**config.mk**
```make
export PLATFORM = sky130hd
export DESIGN_NAME = lsu_bus_bridge_flat
export DESIGN_NICKNAME = d
export VERILOG_FILES = /design/src/rtl/lsu_pkg.sv /design/src/rtl/lsu_bus_bridge_if.sv /design/src/rtl/lsu_load_ext.sv /design/src/rtl/lsu_bus_bridge.sv /design/src/flat_wrapper.sv
export SDC_FILE = /design/constraint.sdc
export NUM_CORES = 1
export LEC_CHECK = 0
export BUFFER_PORTS_ARGS = -buffer_cell sky130_fd_sc_hd__buf_2
export CELL_PAD_IN_SITES_DETAIL_PLACEMENT = 1
export CELL_PAD_IN_SITES_GLOBAL_PLACEMENT = 1
export CORE_MARGIN = 2
export CORE_UTILIZATION = 30
export CTS_BUF_LIST = sky130_fd_sc_hd__clkbuf_16
export CTS_CLUSTER_SIZE = 40
export DETAILED_ROUTE_END_ITERATION = 6
export HOLD_SLACK_MARGIN = 0.03
export PLACE_DENSITY_LB_ADDON = 0.1
export SLEW_MARGIN = 5
export SYNTH_ARGS = -nofsm -noshare
export SYNTH_HDL_FRONTEND = slang
export SYNTH_SLANG_ARGS = --single-unit
export TNS_END_PERCENT = 30
```
**constraint.sdc**
```tcl
create_clock -name clk -period 5.1 [get_ports clk]
set_input_delay 0.51 -clock clk [delete_from_list [all_inputs] [get_ports clk]]
set_output_delay 0.51 -clock clk [all_outputs]
set_load 0.02 [all_outputs]
```
**src/rtl/lsu_pkg.sv**
```systemverilog
// Shared types and helpers for the load/store bus bridge: FSM states,
// funct3 size codes and byte-strobe generation.
package lsu_pkg;

  typedef enum logic [1:0] {
    ST_IDLE,
    ST_REQ,
    ST_WAIT,
    ST_DONE
  } lsu_state_e;

  localparam logic [2:0] F3_B  = 3'd0;
  localparam logic [2:0] F3_H  = 3'd1;
  localparam logic [2:0] F3_W  = 3'd2;
  localparam logic [2:0] F3_D  = 3'd3;
  localparam logic [2:0] F3_BU = 3'd4;
  localparam logic [2:0] F3_HU = 3'd5;
  localparam logic [2:0] F3_WU = 3'd6;

  // Strobe mask for a 64-bit bus; narrower buses keep the low bits.
  function automatic logic [7:0] strb_gen(input logic [1:0] size, input logic [2:0] off);
    logic [7:0] base;
    case (size)
      2'd0:    base = 8'h01;
      2'd1:    base = 8'h03;
      2'd2:    base = 8'h0F;
      default: base = 8'hFF;
    endcase
    return base << off;
  endfunction

endpackage

```
**src/rtl/lsu_bus_bridge_if.sv**
```systemverilog
// Request/grant/response data bus between the LSU (master) and memory (slave).
interface lsu_bus_bridge_if #(
  parameter int ADDR_W = 32,
  parameter int XLEN   = 32
);
  logic              req;
  logic              we;
  logic [ADDR_W-1:0] addr;
  logic [XLEN-1:0]   wdata;
  logic [XLEN/8-1:0] strb;
  logic              gnt;
  logic              rvalid;
  logic [XLEN-1:0]   rdata;
  logic              err;

  modport master (
    output req, we, addr, wdata, strb,
    input  gnt, rvalid, rdata, err
  );

  modport slave (
    input  req, we, addr, wdata, strb,
    output gnt, rvalid, rdata, err
  );
endinterface

```
**src/rtl/lsu_load_ext.sv**
```systemverilog
// Load lane selection plus sign/zero extension of the bus response.
module lsu_load_ext
  import lsu_pkg::*;
#(
  parameter int XLEN = 32
) (
  input  logic [XLEN-1:0]            rdata_i,
  input  logic [$clog2(XLEN/8)-1:0]  off_i,
  input  logic [2:0]                 size_i,
  output logic [XLEN-1:0]            data_o
);

  logic [XLEN-1:0] w_shifted;

  assign w_shifted = rdata_i >> {off_i, 3'b000};

  always_comb begin
    case (size_i)
      F3_B:    data_o = XLEN'($signed(w_shifted[7:0]));
      F3_H:    data_o = XLEN'($signed(w_shifted[15:0]));
      F3_W:    data_o = XLEN'($signed(w_shifted[31:0]));
      F3_BU:   data_o = XLEN'(w_shifted[7:0]);
      F3_HU:   data_o = XLEN'(w_shifted[15:0]);
      F3_WU:   data_o = XLEN'(w_shifted[31:0]);
      default: data_o = w_shifted;
    endcase
  end

endmodule

```
**src/rtl/lsu_bus_bridge.sv**
```systemverilog
// MEM-stage load/store unit: turns each load/store into a bus transaction,
// stalling the pipeline until the response (or an error/timeout) arrives.
module lsu_bus_bridge
  import lsu_pkg::*;
#(
  parameter int ADDR_W  = 32,
  parameter int XLEN    = 32,
  parameter int TIMEOUT = 256
) (
  input  logic              clk,
  input  logic              rst,
  input  logic [ADDR_W-1:0] mem_addr_i,
  input  logic [XLEN-1:0]   mem_data_i,
  input  logic [2:0]        mem_size_i,
  input  logic              mem_we_i,
  input  logic              mem_re_i,
  input  logic [4:0]        rd_addr_i,
  input  logic [XLEN-1:0]   rd_data_i,
  input  logic              rd_wen_i,
  output logic [4:0]        rd_addr_o,
  output logic [XLEN-1:0]   rd_data_o,
  output logic              rd_wen_o,
  output logic              hold_flag_o,
  output logic              misalign_o,
  output logic              bus_err_o,
  lsu_bus_bridge_if.master  bus
);

  localparam int NB    = XLEN / 8;
  localparam int OFF_W = $clog2(NB);
  localparam int CNT_W = $clog2(TIMEOUT + 1);
  localparam logic [1:0]       MAX_SZ   = (XLEN == 64) ? 2'd3 : 2'd2;
  localparam logic [CNT_W-1:0] CNT_LAST = CNT_W'(TIMEOUT - 1);

  lsu_state_e        r_state;
  lsu_state_e        w_state_next;
  logic [ADDR_W-1:0] r_addr;
  logic [XLEN-1:0]   r_wdata;
  logic [2:0]        r_size;
  logic              r_we;
  logic [4:0]        r_rd_addr;
  logic [XLEN-1:0]   r_rd_data;
  logic              r_err;
  logic [CNT_W-1:0]  r_cnt;

  logic              w_op;
  logic [1:0]        w_sz;
  logic [2:0]        w_lowmask;
  logic              w_misalign;
  logic              w_req;
  logic              w_timeout;
  logic [XLEN-1:0]   w_wdata_rep;
  logic [XLEN-1:0]   w_load_val;

  assign w_op = (mem_we_i | mem_re_i) & ~rst;

  // Doubleword codes only exist on a 64-bit bus; clamp to the widest access.
  assign w_sz = (mem_size_i[1:0] > MAX_SZ) ? MAX_SZ : mem_size_i[1:0];

  always_comb begin
    case (w_sz)
      2'd0:    w_lowmask = 3'b000;
      2'd1:    w_lowmask = 3'b001;
      2'd2:    w_lowmask = 3'b011;
      default: w_lowmask = 3'b111;
    endcase
  end

  assign w_misalign = |(mem_addr_i[2:0] & w_lowmask);
  assign w_timeout  = (r_cnt == CNT_LAST);

  for (genvar gi = 0; gi < NB; gi++) begin : g_lane
    assign w_wdata_rep[8*gi +: 8] =
        (r_size[1:0] == 2'd0) ? r_wdata[7:0] :
        (r_size[1:0] == 2'd1) ? r_wdata[8*(gi%2) +: 8] :
        (r_size[1:0] == 2'd2) ? r_wdata[8*(gi%4) +: 8] :
                                r_wdata[8*gi +: 8];
  end

  lsu_load_ext #(
    .XLEN (XLEN)
  ) u_load_ext (
    .rdata_i (bus.rdata),
    .off_i   (r_addr[OFF_W-1:0]),
    .size_i  (r_size),
    .data_o  (w_load_val)
  );

  always_ff @(posedge clk) begin
    if (rst) begin
      r_state   <= ST_IDLE;
      r_addr    <= '0;
      r_wdata   <= '0;
      r_size    <= '0;
      r_we      <= 1'b0;
      r_rd_addr <= '0;
      r_rd_data <= '0;
      r_err     <= 1'b0;
      r_cnt     <= '0;
    end else begin
      r_state <= w_state_next;
      case (r_state)
        ST_IDLE: begin
          if (w_op && !w_misalign) begin
            r_addr    <= mem_addr_i;
            r_wdata   <= mem_data_i;
            r_size    <= {mem_size_i[2], w_sz};
            r_we      <= mem_we_i;
            r_rd_addr <= rd_addr_i;
            r_err     <= 1'b0;
          end
        end
        ST_REQ: begin
          if (bus.gnt) r_cnt <= '0;
        end
        ST_WAIT: begin
          r_cnt <= r_cnt + 1'b1;
          if (bus.rvalid && !bus.err) r_rd_data <= w_load_val;
          if ((bus.rvalid && bus.err) || (!bus.rvalid && w_timeout)) r_err <= 1'b1;
        end
        default: ;
      endcase
    end
  end

  always_comb begin
    w_state_next = r_state;
    rd_addr_o    = rd_addr_i;
    rd_data_o    = rd_data_i;
    rd_wen_o     = rd_wen_i;
    hold_flag_o  = 1'b0;
    misalign_o   = 1'b0;
    bus_err_o    = 1'b0;
    w_req        = 1'b0;
    case (r_state)
      ST_IDLE: begin
        if (w_op) begin
          rd_wen_o = 1'b0;
          if (w_misalign) begin
            misalign_o = 1'b1;
          end else begin
            hold_flag_o  = 1'b1;
            w_state_next = ST_REQ;
          end
        end
      end
      ST_REQ: begin
        hold_flag_o = 1'b1;
        rd_wen_o    = 1'b0;
        w_req       = 1'b1;
        if (bus.gnt) w_state_next = ST_WAIT;
      end
      ST_WAIT: begin
        hold_flag_o = 1'b1;
        rd_wen_o    = 1'b0;
        if (bus.rvalid || w_timeout) w_state_next = ST_DONE;
      end
      ST_DONE: begin
        // The frozen EX/MEM still shows the finished op; it is not re-issued.
        w_state_next = ST_IDLE;
        rd_addr_o    = r_rd_addr;
        rd_data_o    = r_rd_data;
        rd_wen_o     = !r_we && !r_err;
        bus_err_o    = r_err;
      end
      default: w_state_next = ST_IDLE;
    endcase
  end

  assign bus.req   = w_req;
  assign bus.we    = w_req & r_we;
  assign bus.addr  = w_req ? {r_addr[ADDR_W-1:OFF_W], {OFF_W{1'b0}}} : '0;
  assign bus.wdata = w_req ? w_wdata_rep : '0;
  assign bus.strb  = w_req ? NB'(strb_gen(r_size[1:0], 3'(r_addr[OFF_W-1:0]))) : '0;

endmodule
```
**src/flat_wrapper.sv**
```systemverilog
// flat-port wrapper written by rule: the top's interface ports become plain ports
module lsu_bus_bridge_flat import lsu_pkg::*;
#(
  parameter int ADDR_W  = 32,
  parameter int XLEN    = 32,
  parameter int TIMEOUT = 256
)
  (clk, rst, mem_addr_i, mem_data_i, mem_size_i, mem_we_i, mem_re_i, rd_addr_i, rd_data_i, rd_wen_i, rd_addr_o, rd_data_o, rd_wen_o, hold_flag_o, misalign_o, bus_err_o, bus_req, bus_we, bus_addr, bus_wdata, bus_strb, bus_gnt, bus_rvalid, bus_rdata, bus_err);
  lsu_bus_bridge_if #(.ADDR_W(ADDR_W), .XLEN(XLEN)) bus_i ();
  input  logic clk;
  input  logic rst;
  input  logic [ADDR_W-1:0] mem_addr_i;
  input  logic [XLEN-1:0] mem_data_i;
  input  logic [2:0] mem_size_i;
  input  logic mem_we_i;
  input  logic mem_re_i;
  input  logic [4:0] rd_addr_i;
  input  logic [XLEN-1:0] rd_data_i;
  input  logic rd_wen_i;
  output logic [4:0] rd_addr_o;
  output logic [XLEN-1:0] rd_data_o;
  output logic rd_wen_o;
  output logic hold_flag_o;
  output logic misalign_o;
  output logic bus_err_o;
  output wire logic [$bits(bus_i.req)-1:0] bus_req;
  output wire logic [$bits(bus_i.we)-1:0] bus_we;
  output wire logic [$bits(bus_i.addr)-1:0] bus_addr;
  output wire logic [$bits(bus_i.wdata)-1:0] bus_wdata;
  output wire logic [$bits(bus_i.strb)-1:0] bus_strb;
  input wire logic [$bits(bus_i.gnt)-1:0] bus_gnt;
  input wire logic [$bits(bus_i.rvalid)-1:0] bus_rvalid;
  input wire logic [$bits(bus_i.rdata)-1:0] bus_rdata;
  input wire logic [$bits(bus_i.err)-1:0] bus_err;
  assign bus_req = bus_i.req;
  assign bus_we = bus_i.we;
  assign bus_addr = bus_i.addr;
  assign bus_wdata = bus_i.wdata;
  assign bus_strb = bus_i.strb;
  assign bus_i.gnt = bus_gnt;
  assign bus_i.rvalid = bus_rvalid;
  assign bus_i.rdata = bus_rdata;
  assign bus_i.err = bus_err;
  lsu_bus_bridge #(.ADDR_W(ADDR_W), .XLEN(XLEN), .TIMEOUT(TIMEOUT)) u_core (.clk(clk), .rst(rst), .mem_addr_i(mem_addr_i), .mem_data_i(mem_data_i), .mem_size_i(mem_size_i), .mem_we_i(mem_we_i), .mem_re_i(mem_re_i), .rd_addr_i(rd_addr_i), .rd_data_i(rd_data_i), .rd_wen_i(rd_wen_i), .rd_addr_o(rd_addr_o), .rd_data_o(rd_data_o), .rd_wen_o(rd_wen_o), .hold_flag_o(hold_flag_o), .misalign_o(misalign_o), .bus_err_o(bus_err_o), .bus(bus_i));
endmodule
```
=== Yosys cells after proc, flatten, opt, wreduce, memory -nomap -nowiden ===
Cells that the tools add are included.

* Register bits: 117
* Input bits: 144
* Output and inout port bits: 111
* Word-level logic and storage cells: 94

* Add/sub/neg operators: 1
* $lt $le $gt $ge: 1
* Equal/unequal tests: 17
* Shift-type cells: 2
* Muxes and demuxes: 34
* Bitwise gates (word level): 5
* Reduce and logical (&&, ||, !) cells: 25

{| class="wikitable"
|+ Operators with widths
! kind !! count
|-
| $pmux W32 S4 || 1
|-
| $mux W32 || 3
|-
| $mux W8 || 5
|-
| $shr A32 B5 Y32 || 1
|-
| $pmux W8 S3 || 1
|-
| $pmux W9 S2 || 1
|-
| $mux W1 || 10
|-
| $mux W2 || 5
|-
| $add A9 B1 Y9 const B || 1
|-
| $eq A9 B8 Y1 const B || 1
|-
| $mux W9 || 1
|-
| $pmux W3 S3 || 1
|-
| $eq A2 B2 Y1 const B || 4
|-
| $ne A2 B1 Y1 const B || 4
|-
| $pmux W2 S4 || 1
|-
| $shl A8 B2 Y4 || 1
|-
| $eq A2 B1 Y1 const B || 3
|-
| $eq A3 B3 Y1 const B || 2
|-
| $logic_not A2 Y1 || 3
|-
| $reduce_and A2 Y1 || 3
|-
| $logic_and A1 B1 Y1 || 5
|-
| $logic_not A1 Y1 || 5
|-
| $mux W5 || 1
|-
| $mux W4 || 1
|-
| 16 further kinds || 21
|}

=== Logic depth before layout (Yosys ltp) ===
Gate-level depths: netlist of the first run.

* Word-level depth: 10
* Gate-level depth with buffers: 8
* Gate-level depth less buffers: 7

=== By module ===
From an unflattened synthesis of the first run, not the netlist that was laid out.

* Cells, all modules: 829
* Area, all modules: 6,485.0 um^2

{| class="wikitable"
|+ Modules (own cells, without submodules)
! module !! times used !! cells an instance !! area an instance (um^2) !! seq. area each (um^2)
|-
| lsu_bus_bridge || 1 || 722 || 5,790.6 || 2,342.2
|-
| lsu_load_ext || 1 || 107 || 694.4 || 0.0
|}

=== Worst setup path after synthesis of the first run ===
OpenSTA, ideal clock, no wires.

* Kind: flip-flop to output port
* From: register u_core.r_state[1]
* To: output bus_strb[2]
* Arrival time: 1.772 ns
* Required time: 4.590 ns
* Setup slack: 2.818 ns
* Stages on the path, launching flop included: 8
* Buffers on the path: 3
* Cells stage by stage: dfxtp_1 > inv_1 > ha_1 > clkbuf_1 > clkbuf_1 > clkbuf_1 > nand2_1 > nor2_1

* Longest elaborated chain between the ends: 3

{| class="wikitable"
|+ RTL lines
! element !! RTL line !! RTL
|-
| start: declaration || lsu_bus_bridge.sv:35 || <nowiki>lsu_state_e r_state;</nowiki>
|-
| start signal: assignment || lsu_bus_bridge.sv:101 || <nowiki>r_state <= w_state_next;</nowiki>
|-
| $eq A2 B1 Y1 || lsu_bus_bridge.sv:135 || <nowiki>case (r_state)</nowiki>
|-
| $mux W1 || lsu_bus_bridge.sv:135 ||
|-
| via bus_req || flat_wrapper.sv:26 || <nowiki>output wire logic [$bits(bus_i.req)-1:0] bus_req;</nowiki>
|-
| $mux W4 || lsu_bus_bridge.sv:174 || <nowiki>assign bus.strb = w_req ? NB'(strb_gen(r_size[1:0], 3'(r_addr[OFF_W-1:0]))) : '0;</nowiki>
|-
| end: declaration || flat_wrapper.sv:30 || <nowiki>output wire logic [$bits(bus_i.strb)-1:0] bus_strb;</nowiki>
|}

The timed path passes the listed nets, and every way through them passes these cells.

=== Worst setup path after layout of the first run ===
* From: register u_core.r_state[1]
* To: output rd_wen_o

* Longest elaborated chain between the ends: 3
* Elaborated cells between the ends (all ways): 6
* Those cells by class: 3 x eq/ne; 1 x mux; 2 x reduce/logical

{| class="wikitable"
|+ RTL lines
! element !! RTL line !! RTL
|-
| $eq A2 B1 Y1 or $eq A2 B2 Y1 (tied branches) || lsu_bus_bridge.sv:135 ||
|-
| $reduce_or A2 Y1 (no source line) || n/a ||
|-
| $pmux W1 S3 (*) || lsu_bus_bridge.sv:135 ||
|-
| end: declaration || flat_wrapper.sv:22 || <nowiki>output logic rd_wen_o;</nowiki>
|}

Mark *: on every way between the ends. The rest lies on a longest branch, timed or not.

==> run_results.csv, run 1 <==
group,metric,value,unit
synth,ys.warnings.count,0,
hold_path,holdPathEnd,"u_core.r_addr[23]$_SDFFE_PP0P_",
setup_path,max_stage_delay,0.81,ns
setup_path,start_kind,"flip-flop",
cts,clock_sinks,117,
place,place_congestion,0.757,
place,dp_worst_setup_slack,2.23,ns
route,drt-wirelength-per-cell,16.5,um
global_route,grt_pass1_vias,6134,
cts,cts_root_buf,"clkbuf_16",
route,drc,0,
cts,cts_made_buffers,17,
global_route,grt_usage,0.188,
timing,finalSetupViolCount,0,
setup_path,reg2reg_slack,2.56,ns
setup_path,cpMaxStageDelayCell,"ha_2",
route,drtAntennaViolNets,0,
floorplan,ios,255,
timing,slew_violations,0,
timing,hold_viol,0,
cts,clk_pin_slew,0.06,ns
setup_path,cp_top_family,"adder cells",
route,dr.pass1.iters,4,
floorplan,start_util,0.304,
cts,cts_buffer_depth,2,
setup_path,timing.rr.start,"u_core.r_state[1]$_SDFFE_PP0P_",
run,drv_cap,0,
timing,relSlewSlack,0.335,
timing,period_share,0.598,
floorplan,die_h,150,um
pwr,p_leak,3.77,nW
setup_path,critical_path_class,"reg2out",
place,hpwl,15.2,mm
cts,clk_latency,0.41,ns
floorplan,die_w,150,um
route,viasPerCell,4.76,
finish,drive_above_1_share,0.354,
cts,cts-resized-gates,0,
timing,tightest_slew,0.997,ns
pwr,p_int,0.00208,W
cts,cts_tree,"built",
hold_path,whs_path_depth,3,
pwr,combPwrFrac,0.290,
finish,num-nets-final,1153,
setup_path,r2r_end,"u_core.r_cnt[7]$_SDFFE_PP0P_",
pwr,pwr-share-clk,0.364,
pwr,netSwitchingFraction,0.343,
floorplan,num_rows,53,
synth,ys_ff_latch,117,
pwr,cellPowerDensity,378,mW/mm2
setup_path,reg2reg_depth,7,
synth,synth_cells,785,
global_route,grt_max_degree,99,
global_route,grt_pass1_wl,32.9,mm
setup_path,critPathCaptureType,"output port",
route,routed-via-count,6153,
global_route,antenna_found_initial,5,
setup_path,crit_chain,"ha_2, or4b_2, o21ai_0, buf_2",
floorplan,dieArea,0.0224,mm2
setup_path,path_buf_inv,1,
synth,syn_area,0.00637,mm2
synth,syn_avg_cell_area,8.11,um2
hold_path,holdCritPathClass,"in2reg",
outcome,outcome,"finished, final reports clean",
setup_path,worstPathRequired,4.59,ns
synth,ys_seq_area_frac,0.368,
timing,skew,0.00725,ns
setup_path,critical_path_arrival,2.54,ns
timing,rsz0062_at_grt,"false",
route,drtIter0Drc,204,
synth,synth_edf_count,0,
cts,cts_hold_buf,0,
hold_path,worstHoldStart,"mem_addr_i[23]",
cts,htree_levels,4,
pwr,p_seq_frac,0.346,
timing,setup_tns,0,ns
pwr,p_sw,0.00108,W
finish,synthToLayoutAreaGrowth,31.3,%
cts,cts_setup_buffers,0,
timing,finalWorstSetupSlack,2.05,ns
route,drt_wl_total,21.4,mm
place,io_buffers,252,
floorplan,core,0.0210,mm2
pwr,vdd_drop_max,0.219,mV
synth,ys_types,45,
timing,fmax,328,MHz
global_route,grt_overflow,0,
synth,async_reset_ff_frac,0,
setup_path,worst-path-max-fanout,40,
timing,finalCriticalPeriod,3.05,ns
finish,fin_util,0.399,
synth,ys.flop_type,"dfxtp_1",
-- metrics by stage --
| stage | cells | hold slack (ns) | total power, W | area (um2) |
|---|---|---|---|---|
| CTS | 1290 | 0.254 | 0.00322 | 8360 |
| detailed placement | 1258 | 0.452 | 0.00205 | 7790 |
| floorplan | 786 | 0.433 | 0.00174 | 6370 |
| finish | 1293 | 0.276 | 0.00316 | 8360 |
| global placement | 1258 | 0.445 | 0.00204 | 7790 |
| global route | 1291 | 0.276 | 0.00336 | 8360 |
-- worst reg2reg max path: cells and delay by family, from the launching register on --
| kind | cells | cell delay, ns |
|---|---|---|
| buf+inv | 2 | 0.57 |
| xor+xnor | 1 | 0.17 |
| fa+ha+maj | 1 | 0.58 |
| simple gates | 2 | 0.19 |
| mux | 1 | 0.57 |
| flops | 1 | 0.33 |
-- flip-flops by register name (all words and copies together) (netlist names) --
name and cells:
u_core.r_addr 32, u_core.r_cnt 9, u_core.r_err 1, u_core.r_rd_addr 5, u_core.r_rd_data 32, u_core.r_size 3, u_core.r_state 2, u_core.r_wdata 32
u_core.r_we 1
-- power groups by stage --
stage,clock [W],sequential [W],combinational [W]
floorplan,0,0.00109,0.000646
global placement,0,0.00111,0.000933
detailed placement,0,0.00111,0.000937
CTS,0.00119,0.00109,0.000940
global route,0.00123,0.00111,0.00102
finish,0.00115,0.00109,0.000918
-- final cells by class --
type	instances	area [um2]
multi-input cells	599	3740
fillers	2632	12600
diodes	3	7.51
flip-flops and latches	117	2340
clock inverters	15	141
well taps	275	344
inverters	4	15.0
clock buffers	17	425
repair buffers	263	1350
-- Yosys cell counts (2+ instances only) --
cell type / count / area share
a211oi_1: 18 / 0.021
a21boi_0: 8 / 0.0094
a21oi_1: 38 / 0.030
and2_1: 48 / 0.047
buf_1: 13 / 0.0077
buf_2: 10 / 0.0079
buf_4: 2 / 0.0024
buf_6: 2 / 0.0035
clkbuf_1: 39 / 0.023
dfxtp_1: 117 / 0.37
ha_1: 7 / 0.014
inv_1: 4 / 0.0024
mux2_2: 54 / 0.095
mux2i_1: 26 / 0.041
mux4_2: 2 / 0.0071
nand2_1: 195 / 0.11
nand2b_1: 3 / 0.0029
nand3_1: 3 / 0.0024
nand3b_1: 75 / 0.088
nand4_1: 3 / 0.0029
nor2_1: 41 / 0.024
nor2b_1: 12 / 0.012
nor3_1: 12 / 0.0094
nor3b_1: 3 / 0.0035
o211ai_1: 7 / 0.0083
o21a_1: 2 / 0.0024
o21ai_0: 13 / 0.010
o2bb2ai_1: 7 / 0.0096
o31ai_1: 2 / 0.0024
xnor2_1: 3 / 0.0041
xor2_1: 2 / 0.0028
-- routing by layer --
| metal | GRT usage | part of all wire | vias to the layer above | wire length, um |
|---|---|---|---|---|
| met3 | 0.0631 | 0.077 | 24 | 1650 |
| met1 | 0.239 | 0.45 | 2859 | 9720 |
| met4 | 0.0599 | 0.013 | 4 | 283 |
| met2 | 0.301 | 0.45 | 177 | 9680 |
| met5 | 0 | 0.0012 | - | 25 |
| li1 | - | - | 3089 | - |
-- cell usage in the layout (no fill, tap or decap), types with 12 or more instances in the layout --
master,count
buf_2,251
buf_4,12
dfxtp_1,117
and2_1,48
nor3_1,12
mux2_2,54
a211oi_1,18
nor2b_1,12
nand2_1,195
mux2i_1,26
nand3b_1,75
o21ai_0,13
clkbuf_16,17
nor2_1,40
a21oi_1,38
-- kinds of logic (layout without fill, tap and decap cells) --
kind of cell	after synthesis	after routing	share of synthesized area
compound gates	102	102	0.105
xor+xnor	5	5	0.00688
fa+ha+maj	7	7	0.0138
buf+inv	70	299	0.0468
flops	117	117	0.368
mux	82	82	0.143
other cells	1	5	0.000589
simple gates	401	401	0.316
-- worst max-delay path by stage --
stage,from,end,cells after the start,slack [ns]
after floorplan,u_core.r_state[1]$_SDFFE_PP0P_,bus_strb[2],7,2.82
after global routing,u_core.r_state[1]$_SDFFE_PP0P_,rd_wen_o,4,1.84
after CTS,u_core.r_state[1]$_SDFFE_PP0P_,rd_wen_o,4,1.93
after global placement,mem_size_i[1],hold_flag_o,6,2.29
after detailed placement,mem_size_i[1],u_core.r_err$_SDFFE_PP0P_,6,2.23
final,u_core.r_state[1]$_SDFFE_PP0P_,rd_wen_o,4,2.05
Note: power is estimated with default switching activity, not from simulation.
==> run 2, diff against run 1 <==
--- a/config.mk
+++ b/config.mk
@@ -5,6 +5,7 @@
 export SDC_FILE = /design/constraint.sdc
 export NUM_CORES = 1
 export LEC_CHECK = 0
+export ABC_AREA = 1
 export BUFFER_PORTS_ARGS = -buffer_cell sky130_fd_sc_hd__buf_2
 export CELL_PAD_IN_SITES_DETAIL_PLACEMENT = 1
 export CELL_PAD_IN_SITES_GLOBAL_PLACEMENT = 1
==> constraint.sdc (replaced) <==
create_clock -name clk -period 3 [get_ports clk]
set_input_delay 0.3 -clock clk [delete_from_list [all_inputs] [get_ports clk]]
set_output_delay 0.3 -clock clk [all_outputs]
set_load 0.02 [all_outputs]
==> run_results.csv, run 2 <==
group,metric,value,unit
setup_path,critical_path_arrival,2.22,ns
synth,synth_cells,1041,
finish,synthToLayoutAreaGrowth,29.6,%
synth,syn_area,0.00657,mm2
cts,cts_made_buffers,17,
cts,cts-resized-gates,0,
floorplan,core,0.0217,mm2
cts,cts_buffer_depth,2,
route,drtAntennaViolNets,0,
timing,tightest_slew,0.847,ns
timing,setup_tns,0,ns
global_route,grt_pass1_wl,36.8,mm
outcome,outcome,"finished, final reports clean",
route,drt-wirelength-per-cell,14.6,um
pwr,p_total,0.00596,W
synth,yosysMostFrequentCell,"nand2_1",
timing,finalCriticalPeriod,2.52,ns
synth,syn_avg_cell_area,6.31,um2
global_route,antenna_found_initial,4,
synth,synth_top_cell_area_share,0.357,
place,place_congestion,0.807,
timing,finalSetupViolCount,0,
route,viasPerCell,4.64,
floorplan,die_w,152,um
floorplan,ios,255,
finish,num-nets-final,1406,
finish,multi_input_area,0.00332,mm2
floorplan,die_h,152,um
hold_path,worstHoldStart,"mem_data_i[18]",
timing,slew_violations,0,
cts,clk_pin_slew,0.06,ns
pwr,vdd_drop_max,0.364,mV
cts,cts_setup_buffers,0,
place,io_buffers,252,
route,drt_wl_total,22.6,mm
cts,cts_root_buf,"clkbuf_16",
pwr,p_leak,4.78,nW
synth,synth.area.top_cells,"dfxtp_1, nand2_1, nand3_1",
finish,reg_top3,"u_core.r_addr: 32 flops, u_core.r_rd_data: 32 flops, u_core.r_wdata: 32 flops",
finish,drive_above_1_share,0.260,
synth,synth_largest_area_cell,"dfxtp_1",
global_route,grt_overflow,0,
setup_path,start_kind,"flip-flop",
setup_path,critPathCaptureType,"output port",
setup_path,critical_path_class,"reg2out",
timing,fmax,397,MHz
global_route,grt_pass1_vias,7183,
finish,fillers,2930,
synth,ys_ff_latch,117,
cts,clock_sinks,117,
timing,rsz0062_at_grt,"false",
synth,synth_commonest_cells,"nand2_1, inv_1, dfxtp_1, nand3_1, a21oi_1",
cts,cts_hold_buf,0,
finish,ff_latch_area,0.00234,mm2
route,drc,0,
route,drtIter0Drc,311,
route,routed-via-count,7177,
synth,ys.warnings.count,0,
setup_path,worst-path-max-fanout,33,
pwr,cellPowerDensity,699,mW/mm2
place,placed_area,0.00793,mm2
setup_path,crit_start,"u_core.r_state[0]$_SDFFE_PP0P_",
finish,final_cell_mix,"nand2_1, buf_2, inv_1",
timing,relSlewSlack,0.435,
synth,ys.flop_type,"dfxtp_1",
timing,hold_viol,0,
synth,ys_seq_area_frac,0.357,
synth,async_reset_ff_frac,0,
route,dr.pass1.iters,4,
finish,fin_area,0.00852,mm2
cts,htree_levels,4,
timing,skew,0.00941,ns
run,drv_cap,0,
cts,cts_tree,"built",
synth,ys_types,35,
place,hpwl,16.5,mm
cts,clk_latency,0.41,ns
synth,synth_edf_count,0,
hold_path,holdCritPathClass,"in2reg",
setup_path,worstPathRequired,2.70,ns
floorplan,num_rows,54,
timing,period_share,0.840,
setup_path,timing.rr.start,"u_core.r_state[1]$_SDFFE_PP0P_",
finish,layout_commonest_cell,"nand2_1",
finish,diodes,0,
global_route,grt_max_degree,83,
floorplan,start_util,0.303,
floorplan,dieArea,0.0231,mm2
global_route,grt_usage,0.195,
run 2: kinds of logic after synthesis:
logic type,count (synthesis),synth area share
multiplexers,9,0.0154
XOR/XNOR,1,0.00133
AO/OA/AOI/OAI,148,0.117
adder cells (fa/ha/maj),7,0.0133
AND/OR/NAND/NOR,543,0.354
other,1,0.000571
buffers and inverters,215,0.142
flip-flops,117,0.357
run 2: path summary, 6_finish.rpt:
kind	to	slack [ns]	depth (start not counted)
min	u_core.r_wdata[18]$_SDFFE_PP0P_	0.08	3
max	rd_data_o[25]	0.48	5
min reg2reg	u_core.r_cnt[4]$_SDFFE_PP0P_	0.45	2
max reg2reg	u_core.r_cnt[5]$_SDFFE_PP0P_	0.85	8
run 2: where the power goes:
group,switching (W),internal [W],leakage (nW)
sequential,0.000182,0.00181,0.955
clock,0.000754,0.00129,0.276
combinational,0.00133,0.000596,3.55
run 2: final cells by class:
type / instances / area share
sequential: 117 / 0.275
timing repair buffer: 264 / 0.160
multi-input combinational: 710 / 0.390
clock buffer: 17 / 0.0499
tap: 280 / 0.0411
inverter: 145 / 0.0648
clock inverter: 15 / 0.0194
run 2: through the flow:
step / setup slack (ns) / std cells / util / hold slack [ns]
finish: 0.481 / 1548 / 0.393 / 0.0798
CTS: 0.419 / 1548 / 0.393 / 0.0609
global route: 0.202 / 1548 / 0.393 / 0.0726
floorplan: 1.09 / 1042 / - / 0.410
detailed placement: 0.839 / 1516 / 0.365 / 0.444
global placement: 0.911 / 1516 / 0.365 / 0.433
run 2: per-layer routing:
| layer | vias to the layer above | global-route usage | wire length [um] |
|---|---|---|---|
| li1 | 3668 | - | - |
| met1 | 3279 | 0.249 | 10300 |
| met2 | 200 | 0.325 | 10700 |
| met3 | 24 | 0.0556 | 1430 |
| met4 | 6 | 0.0467 | 208 |
| met5 | - | 0 | 41 |
run 2: critical path, stage by stage, from the launching register on:
cell	delay (ns)
dfxtp_1	0.38
ha_2	0.60
buf_4	0.41
nor2_1	0.09
a21oi_1	0.12
buf_2	0.18
==> run 3, diff against run 2 <==
--- a/config.mk
+++ b/config.mk
@@ -5,7 +5,7 @@
 export SDC_FILE = /design/constraint.sdc
 export NUM_CORES = 1
 export LEC_CHECK = 0
-export ABC_AREA = 1
+export ABC_AREA = 0
 export BUFFER_PORTS_ARGS = -buffer_cell sky130_fd_sc_hd__buf_2
 export CELL_PAD_IN_SITES_DETAIL_PLACEMENT = 1
 export CELL_PAD_IN_SITES_GLOBAL_PLACEMENT = 1
==> constraint.sdc (replaced) <==
create_clock -name clk -period 2.2 [get_ports clk]
set_input_delay 0.22 -clock clk [delete_from_list [all_inputs] [get_ports clk]]
set_output_delay 0.22 -clock clk [all_outputs]
set_load 0.02 [all_outputs]
==> run_results.csv, run 3 (synthesis results as in run 1) <==
group,metric,value,unit
outcome,outcome,"finished, final reports clean",
pwr,combPwrFrac,0.326,
cts,cts_root_buf,"clkbuf_16",
pwr,vdd_drop_max,0.580,mV
hold_path,whs_path_depth,3,
floorplan,num_rows,53,
floorplan,core,0.0210,mm2
cts,cts_buffer_depth,2,
pwr,p_int,0.00478,W
route,viasPerCell,4.76,
route,drc,0,
finish,final_cell_mix,"buf_2, nand2_1, dfxtp_1",
finish,fin_cells,1371,
finish,drive_above_1_share,0.338,
timing,period_share,0.960,
setup_path,reg2reg_slack,0.25,ns
place,hpwl,15.0,mm
pwr,pwr-share-clk,0.325,
pwr,cellPowerDensity,801,mW/mm2
route,dr.pass1.iters,4,
hold_path,worstHoldStart,"mem_we_i",
hold_path,holdCritPathClass,"in2reg",
run,drv_cap,0,
setup_path,critical_path_class,"reg2out",
route,drt_wl_total,22.6,mm
finish,num-nets-final,1233,
cts,clk_pin_slew,0.06,ns
route,drtAntennaViolNets,0,
timing,hold_viol,0,
global_route,antenna_found_initial,2,
timing,tightest_slew,0.550,ns
finish,synthToLayoutAreaGrowth,44.2,%
timing,skew,0.00958,ns
cts,htree_levels,4,
pwr,p_sw,0.00258,W
setup_path,r2r_end,"u_core.r_rd_data[24]$_SDFFE_PP0P_",
timing,relSlewSlack,0.623,
floorplan,start_util,0.304,
place,place_congestion,0.750,
setup_path,crit_start,"u_core.r_state[1]$_SDFFE_PP0P_",
timing,hold_ws,0.0572,ns
global_route,grt_usage,0.198,
global_route,grt_pass1_wl,35.0,mm
setup_path,reg2reg_depth,5,
cts,cts_tree,"built",
setup_path,timing.rr.start,"u_core.r_addr[1]$_SDFFE_PP0P_",
route,routed-via-count,6529,
timing,finalSetupViolCount,0,
route,drt-wirelength-per-cell,16.5,um
timing,rsz0062_at_grt,"false",
floorplan,ios,255,
hold_path,holdPathEnd,"u_core.r_we$_SDFFE_PP0P_",
pwr,p_leak,4.12,nW
setup_path,worst-path-max-fanout,4,
cts,clk_latency,0.41,ns
setup_path,critical_path_arrival,1.89,ns
finish,layout_commonest_cell,"buf_2",
place,dpl.cell_count,1267,
floorplan,die_w,150,um
floorplan,die_h,150,um
global_route,grt_overflow,0,
finish,fin_area,0.00919,mm2
pwr,p_seq_frac,0.349,
place,placed_area,0.00793,mm2
timing,setup_tns,0,ns
timing,fmax,473,MHz
setup_path,start_kind,"flip-flop",
timing,slew_violations,0,
cts,cts_made_buffers,17,
route,drtIter0Drc,262,
global_route,grt_pass1_vias,6704,
timing,finalCriticalPeriod,2.11,ns
setup_path,worstPathRequired,1.98,ns
place,io_buffers,252,
global_route,grt_max_degree,115,
pwr,netSwitchingFraction,0.351,
finish,fin_util,0.438,
setup_path,critPathCaptureType,"output port",
finish,reg_top3,"u_core.r_addr: 32 flops, u_core.r_rd_data: 32 flops, u_core.r_wdata: 32 flops",
cts,clock_sinks,117,
floorplan,dieArea,0.0224,mm2
[run 3: changes by cell type in the layout (fill, tap and decap cells not counted), sizes merged, moves of 45 or more]
cell and delta:
nand2 -141, inv -140, nand3 -116, nand3b +75, dlygate4sd3 +70, a21oi -49, and2 +48, mux2 +45
[run 3: worst max-delay path, stage by stage (launching register included)]
cell and delay [ns]:
dfxtp_2 0.35, inv_1 0.10, ha_2 0.20, or4b_2 0.60, o21ai_1 0.10, buf_4 0.16
[run 3: stage by stage]
step	setup slack (ns)	total power (W)
6_report	0.0880	0.00736
4_1_cts	0.0269	0.00736
2_1_floorplan	0.208	0.00402
5_1_grt	0.00181	0.00780
3_3_place_gp	0.275	0.00480
3_5_place_dp	0.239	0.00482
[run 3: routing by layer]
metal | track usage | up-vias | wire [um]
li1 | - | 3256 | -
met4 | 0.0585 | 0 | 265
met2 | 0.336 | 180 | 10600
met1 | 0.245 | 3075 | 10200
met3 | 0.0564 | 18 | 1500
met5 | 0 | - | 0
[run 3: layout make-up]
type	instances	area [um2]
antenna	2	5.00
clock buffer	17	425
clock inverter	14	73.8
fill	2592	11800
inverter	4	15.0
multi-input combinational	599	3760
sequential	117	2350
tap	275	344
timing repair buffer	343	2220
[run 3: timing repair]
| action | 4_1_cts | 5_1_grt |
|---|---|---|
| resized for setup | 3 | 8 |
| buffers inserted | 0 | 0 |
| cloned | 0 | 1 |
| hold buffers | 70 | 0 |
| endpoints found under the setup margin | 1 | 8 |
| hold endpoints to repair | 70 | 0 |
[run 3: worst max-delay path by stage]
stage	slack [ns]	end
after detailed placement	0.24	u_core.r_rd_data[24]$_SDFFE_PP0P_
after global routing	0.002	rd_wen_o
after floorplan	0.21	bus_strb[2]
final	0.09	rd_wen_o
after CTS	0.03	rd_wen_o
after global placement	0.27	u_core.r_rd_data[30]$_SDFFE_PP0P_
[run 3: power groups by stage]
stage          clock, W  sequential [W]  combinational (W)
2_1_floorplan         0         0.00253            0.00150
3_3_place_gp          0         0.00259            0.00221
3_5_place_dp          0         0.00260            0.00222
4_1_cts         0.00247         0.00256            0.00233
5_1_grt         0.00256         0.00260            0.00264
6_report        0.00239         0.00256            0.00240
